--- config.mk ---
export PLATFORM = sky130hd
export DESIGN_NAME = cu_sleep_ctrl
export DESIGN_NICKNAME = d
export VERILOG_FILES = /design/src/rtl/cu_sleep_ctrl.sv
export SDC_FILE = /design/constraint.sdc
export NUM_CORES = 1
export LEC_CHECK = 0
export ABC_AREA = 1
export BUFFER_PORTS_ARGS = -buffer_cell sky130_fd_sc_hd__clkbuf_2
export CORE_AREA = 2 2 55 63
export CTS_BUF_LIST = sky130_fd_sc_hd__clkbuf_16
export CTS_CLUSTER_SIZE = 30
export DETAILED_ROUTE_END_ITERATION = 16
export DIE_AREA = 0 0 57 65
export PLACE_DENSITY = 0.49
export SYNTH_ARGS = -nofsm -noshare
export SYNTH_HDL_FRONTEND = slang
export SYNTH_SLANG_ARGS = --single-unit
--- constraint.sdc ---
create_clock -name clk_i -period 1.3 [get_ports clk_i]
set_input_delay 0.065 -clock clk_i [delete_from_list [all_inputs] [get_ports clk_i]]
set_output_delay 0.065 -clock clk_i [all_outputs]
set_load 0.005 [all_outputs]
--- src/rtl/cu_sleep_ctrl.sv ---
// Per-CU sleep-request generator: raises a one-cycle sleep pulse after a run of idle
// warp cycles, and flags in-flight memory traffic so the CU is not reset mid-transaction.
module cu_sleep_ctrl #(
    parameter int NUM_WARPS       = 4,
    parameter int MAX_OUTSTANDING = 16,
    parameter int IDLE_CYCLES     = 8
) (
    input  logic                                 clk_i,
    input  logic                                 rst_ni,
    input  logic                                 cu_rst_n_i,
    input  logic [NUM_WARPS-1:0]                 warp_active_i,
    input  logic                                 mem_req_valid_i,
    input  logic                                 mem_req_ready_i,
    input  logic                                 mem_rsp_valid_i,
    input  logic                                 mem_rsp_ready_i,
    output logic                                 sleep_req_o,
    output logic                                 delay_sleep_o,
    output logic [$clog2(MAX_OUTSTANDING+1)-1:0] outstanding_o,
    output logic                                 err_overflow_o,
    output logic                                 err_underflow_o
);

    localparam int CNT_W  = $clog2(MAX_OUTSTANDING + 1);
    localparam int IDLE_W = (IDLE_CYCLES > 1) ? $clog2(IDLE_CYCLES) : 1;

    typedef enum logic [2:0] {
        DISARMED  = 3'd0,
        WAIT_ACT  = 3'd1,
        RUNNING   = 3'd2,
        IDLE_CNT  = 3'd3,
        SLEEP_REQ = 3'd4,
        SLEPT     = 3'd5
    } state_e;

    state_e              state_q, state_d;
    logic [IDLE_W-1:0]   idle_cnt_q, idle_cnt_d;
    logic [CNT_W-1:0]    outst_q, outst_d;
    logic                ovf_q, ovf_d;
    logic                unf_q, unf_d;
    logic                any_active;
    logic                req_hs, rsp_hs;

    assign any_active = |warp_active_i;
    assign req_hs     = mem_req_valid_i & mem_req_ready_i;
    assign rsp_hs     = mem_rsp_valid_i & mem_rsp_ready_i;

    // FSM state register
    always_ff @(posedge clk_i or negedge rst_ni) begin
        if (!rst_ni) begin
            state_q    <= DISARMED;
            idle_cnt_q <= '0;
        end else begin
            state_q    <= state_d;
            idle_cnt_q <= idle_cnt_d;
        end
    end

    // FSM next state; CU reset overrides every other transition
    always_comb begin
        state_d    = state_q;
        idle_cnt_d = idle_cnt_q;
        if (!cu_rst_n_i) begin
            state_d    = DISARMED;
            idle_cnt_d = '0;
        end else begin
            case (state_q)
                DISARMED: state_d = WAIT_ACT;
                WAIT_ACT: if (any_active) state_d = RUNNING;
                RUNNING: begin
                    if (!any_active) begin
                        state_d    = IDLE_CNT;
                        idle_cnt_d = '0;
                    end
                end
                IDLE_CNT: begin
                    if (any_active) begin
                        state_d    = RUNNING;
                        idle_cnt_d = '0;
                    end else if (idle_cnt_q == IDLE_W'(IDLE_CYCLES - 1)) begin
                        state_d = SLEEP_REQ;
                    end else begin
                        idle_cnt_d = idle_cnt_q + 1'b1;
                    end
                end
                SLEEP_REQ: state_d = SLEPT;
                SLEPT:     state_d = SLEPT;
                default:   state_d = DISARMED;
            endcase
        end
    end

    // FSM outputs
    always_comb begin
        sleep_req_o = (state_q == SLEEP_REQ);
    end

    // Outstanding-transaction tracker, independent of the CU reset
    always_comb begin
        outst_d = outst_q;
        ovf_d   = ovf_q;
        unf_d   = unf_q;
        if (req_hs && !rsp_hs) begin
            if (outst_q == CNT_W'(MAX_OUTSTANDING)) ovf_d = 1'b1;
            else                                    outst_d = outst_q + 1'b1;
        end else if (rsp_hs && !req_hs) begin
            if (outst_q == '0) unf_d = 1'b1;
            else               outst_d = outst_q - 1'b1;
        end
    end

    always_ff @(posedge clk_i or negedge rst_ni) begin
        if (!rst_ni) begin
            outst_q <= '0;
            ovf_q   <= 1'b0;
            unf_q   <= 1'b0;
        end else begin
            outst_q <= outst_d;
            ovf_q   <= ovf_d;
            unf_q   <= unf_d;
        end
    end

    // Gated by rst_ni so a live request valid cannot leak out while in reset
    assign delay_sleep_o   = rst_ni & ((outst_q != '0) | mem_req_valid_i);
    assign outstanding_o   = outst_q;
    assign err_overflow_o  = ovf_q;
    assign err_underflow_o = unf_q;

endmodule

# Word-level counts from Yosys, hierarchy flattened
# Index checks and enable logic that the tools add are counted.
[totals]
in_bits = 11
elab_cells = 57
regBits = 13
[classes]
n_mux = 15
n_addsub = 3
eq_ne = 14
bitwise_logic = 5
reduce_logical = 15
[op_table]
columns = ["op", "count"]
rows = [
  ["3-bit 2-to-1 mux", 9],
  ["5-bit 2-to-1 mux", 4],
  ["3-bit one-hot mux with 5 select lines", 1],
  ["3-bit AND reduction", 4],
  ["3-bit equality test, second input constant", 3],
  ["4-bit inequality test, second input constant", 2],
  ["3-bit by 2-bit equality test with 1-bit output, second input constant", 2],
  ["3-bit inequality test, second input constant", 2],
  ["3-bit one-hot mux with 2 select lines", 1],
  ["5-bit by 1-bit adder with 5-bit output, second input constant", 1],
  ["5-bit equality test, second input constant", 1],
  ["5-bit zero test", 1],
  ["5-bit nonzero test", 1],
  ["5-bit by 1-bit subtractor with 5-bit output, second input constant", 1],
  ["2-bit inequality test, second input constant", 2],
  ["4-bit OR reduction", 1],
  ["3-bit by 1-bit adder with 3-bit output, second input constant", 1],
  ["1-bit AND", 3],
  ["3-bit by 1-bit equality test with 1-bit output, second input constant", 1],
  ["3-bit zero test", 1],
  ["3-bit by 1-bit inequality test with 1-bit output, second input constant", 1],
  ["1-bit logical AND", 2],
  ["1-bit zero test", 2],
  ["2-bit AND reduction", 1],
  ["4 further kinds", 4],
]

# Depth between registers and ports, before layout
[logic_depth]
ltp_word = 5
ltp_mapped = 11
mapped_depth_nobuf = 11

# Worst setup path after synthesis
# OpenSTA, ideal clock, no wires.
[synth_timing]
path_kind = "input to register"
start = "in mem_req_ready_i"
end = "reg outst_q[3] (netlist: outstanding_o[3])"
path_buffers = 0
stages = 11
t_arrival_ns = 1.280
required_ns = 1.184
path_slack_ns = -0.096
path_cell_list = "nand2_1 -> inv_1 -> ha_1 -> inv_1 -> ha_1 -> a21oi_1 -> nand2_1 -> nand2_1 -> nand2_1 -> nand2_1 -> nand2_1"
[synth_between]
elab_chain_cells = 5
word_cells_on_any_way = 9
cone_classes = "eq/ne: 2; mux: 1; bitwise: 1; reduce/logical: 5"
[synth_lines]
columns = ["item", "line_no", "rtl"]
rows = [
  ["start: declaration", "13", "input logic mem_req_ready_i,"],
  ["1-bit AND *", "44", "assign req_hs = mem_req_valid_i & mem_req_ready_i;"],
  ["1-bit zero test", "105", "end else if (rsp_hs && !req_hs) begin"],
  ["1-bit logical AND", "105", ""],
  ["2-bit nonzero test (no source line)", "n/a", ""],
  ["3-bit AND reduction (no source line)", "n/a", ""],
  ["end signal: assignment", "117", "outst_q <= outst_d;"],
  ["end: declaration", "37", "logic [CNT_W-1:0] outst_q, outst_d;"],
]
# Mark *: on every way between the ends. The rest lies on a longest branch, timed or not.
# A chain may end at the register's enable or synchronous reset.

# Worst setup path in the final report
[layout_timing]
start = "reg outst_q[0] (netlist: outstanding_o[0])"
end = "out delay_sleep_o"
[layout_between]
elab_chain_cells = 3
[layout_lines]
columns = ["item", "line_no", "rtl"]
rows = [
  ["5-bit nonzero test", "124", "assign delay_sleep_o = rst_ni & ((outst_q != '0) | mem_req_valid_i);"],
  ["1-bit bitwise OR", "124", ""],
  ["1-bit AND", "124", ""],
  ["end: declaration", "17", "output logic delay_sleep_o,"],
]
# No other way between the ends.

==> flow_summary.toml <==
[run_status]
status = "complete, but fails checks"
violations = "negative setup slack"

[global_routing]
grt_max_degree = 14
grt_pass1_vias = 910
grt_overflow = 0
track_usage = 0.126
grt_pass1_wl_mm = 3.69
antenna_found_initial = 0

[yosys]
yosysMostFrequentCell = "nand2_1"
ys.flop_type = "dfrtp_1"
ys_seq_area_frac = 0.355
synth-edff-count = 0
synth_area_per_cell_sq_um = 7.27
synthTopCellsByArea = "dfrtp_1, nand2_1, ha_1"
yosysTopAreaCell = "dfrtp_1"
yosys.cell_types.count = 21
async_flop_share = 1.00
synth_common_cells = "nand2_1, nor2_1, inv_1"
synth_nets = 145
synth_top_area_frac = 0.355
synth_warnings = 0
synth_cells = 126
ys_ff_latch = 13
synth_area_sq_um = 916

[critical_path]
crit_path_end_kind = "output pin"
worstPathMaxFanout = 3
worstPathRequired_ps = 1240
reg2reg_slack_ps = -10
reg2reg_depth = 7
reg2reg_to = "outstanding_o[4]"
crit_type = "reg2out"
cp-startpoint = "outstanding_o[0]"
crit_arrival_ps = 1320
cp-start-kind = "flop"
cp-endpoint = "delay_sleep_o"
r2r_start = "outstanding_o[1]"

[finish]
drive_gt1_frac = 0.385
n_fill_cell = 313
multiInputGateArea_sq_um = 628
area_growth_pct = 53.3
regArea_sq_um = 328
nets = 189
antennaDiodeCount = 0

[sta]
fin_worst_skew_ps = 1.37
slew_viol_final = 0
hold_slack_ps = 124
period_needed_ps = 1380
hold_viol = 0
period_share = 1.06
finalSetupViolations = 2
worst_slack_ps = -81.4
relSlewSlack = 0.789
clock.fmax_ghz = 0.724
worst_slew_pin_slew_ps = 316
rsz0062_at_grt = "true"

[detailed_routing]
drt_iter0_drc = 45
post_drt_wl_per_cell_microns = 10.5
final_antenna_net_count = 0
firstDrtPassIters = 6
wl_mm = 2.15
via_per_inst = 4.59
route.detailed.drc = 0
vias = 940

[cts]
htreeDepth = 1
clk_pin_slew_ps = 40
clk_path_buf_depth = 2
cts_buffers = 3
cts_root_buf = "clkbuf_16"
numClockSinks = 13
clkLatencyLatePin_ps = 240
cts_tree = "done"

[power]
peakVddDrop_v = 0.00106
p_leak_nw = 0.721
power.density_mw_per_mm2 = 1880
total_power_w = 0.00263

[hold_path]
hp-class = "in2reg"

[die]
die_area_sq_mm = 0.00371
die_h_microns = 65
initial_core_util = 0.292
core_area_sq_mm = 0.00314
ios = 20
rows = 22
die_x_microns = 57

[place]
place.port_buffers = 19
hpwl_mm = 1.71
routabilityCongestion = 0.811

[job]
drv_cap = 0
-- worst max-delay path, stage by stage, from the launching register on --
cell      delay, ps
dfrtp_2         430
buf_6           130
nor2_4          100
nand2_2          70
o31a_1          230
clkbuf_2        110
-- metrics by stage --
stage          cells  utilization  setup slack, ps  TNS, ps  instance area [sq um]
2_1_floorplan    126            -            -26.1    -51.5                    922
3_3_place_gp     195        0.373             -115     -544                   1170
3_5_place_dp     195        0.373             -149     -817                   1170
4_1_cts          204        0.436            -74.1    -75.4                   1370
5_1_grt          205        0.447             -130     -691                   1400
6_report         205        0.447            -81.4    -89.1                   1400
-- area by class of cell --
type / count / area share
Multi-Input combinational cell: 97 / 0.447
Sequential cell: 13 / 0.234
Timing Repair Buffer: 40 / 0.190
Clock buffer: 3 / 0.0535
Inverter: 15 / 0.0401
Tap cell: 36 / 0.0321
Clock inverter: 1 / 0.00357
-- placed cells by master (no fill, tap or decap), types with 4 or more instances in the layout --
master,instances
nand2_1,42
clkbuf_2,19
buf_4,17
inv_1,15
nor2_1,13
dfrtp_1,11
nor2_4,4
nand3_1,4
o21bai_1,4
-- cell families (layout without fill, tap and decap cells) --
logic type | count (synthesis) | in the layout | synth area share
xor gates and xnor gates | 3 | 3 | 0.0369
DFF | 13 | 13 | 0.355
buffers and inverters | 16 | 59 | 0.0669
and+or+nand+nor | 69 | 69 | 0.303
adders and majority gates | 8 | 8 | 0.117
AOI/OAI and AO/OA | 17 | 17 | 0.120
-- worst min-delay path by stage --
| stage | slack (ps) | to | cells after the start | start |
|---|---|---|---|---|
| finish | 120 | state_q[2] | 3 | cu_rst_n_i |
| global route | 170 | state_q[2] | 3 | cu_rst_n_i |
| CTS | 120 | state_q[2] | 3 | cu_rst_n_i |
| detailed placement | 30 | err_underflow_o | 2 | rst_ni |
| global placement | 30 | idle_cnt_q[0] | 2 | rst_ni |
| floorplan | -230 | err_overflow_o | 0 | rst_ni |
-- state kept, by name, indices dropped and copies added (netlist names) --
name             count
outstanding_o        5
err_overflow_o       1
err_underflow_o      1
idle_cnt_q           3
state_q              3
-- report_power, final --
| group | switching, W | internal, W | leakage (nW) |
|---|---|---|---|
| clock | 0.000165 | 0.000408 | 0.0409 |
| combinational | 0.000642 | 0.000748 | 0.516 |
| sequential | 0.000141 | 0.000529 | 0.164 |
-- per-layer routing --
layer,vias to the layer above,wire (microns),track usage
li1,484,-,-
met1,439,866,0.136
met2,15,1210,0.243
met3,2,65,0.00998
met4,0,11,0.0581
met5,-,0,0
-- repair_timing --
action | CTS | global route
endpoints found under the setup margin | 11 | 12
pin swaps | 8 | 9
gates resized for setup | 19 | 7
hold buffers | 1 | 0
hold endpoints to repair | 13 | 0
setup buffers | 5 | 1
Note: power is estimated with default switching activity, not from simulation.
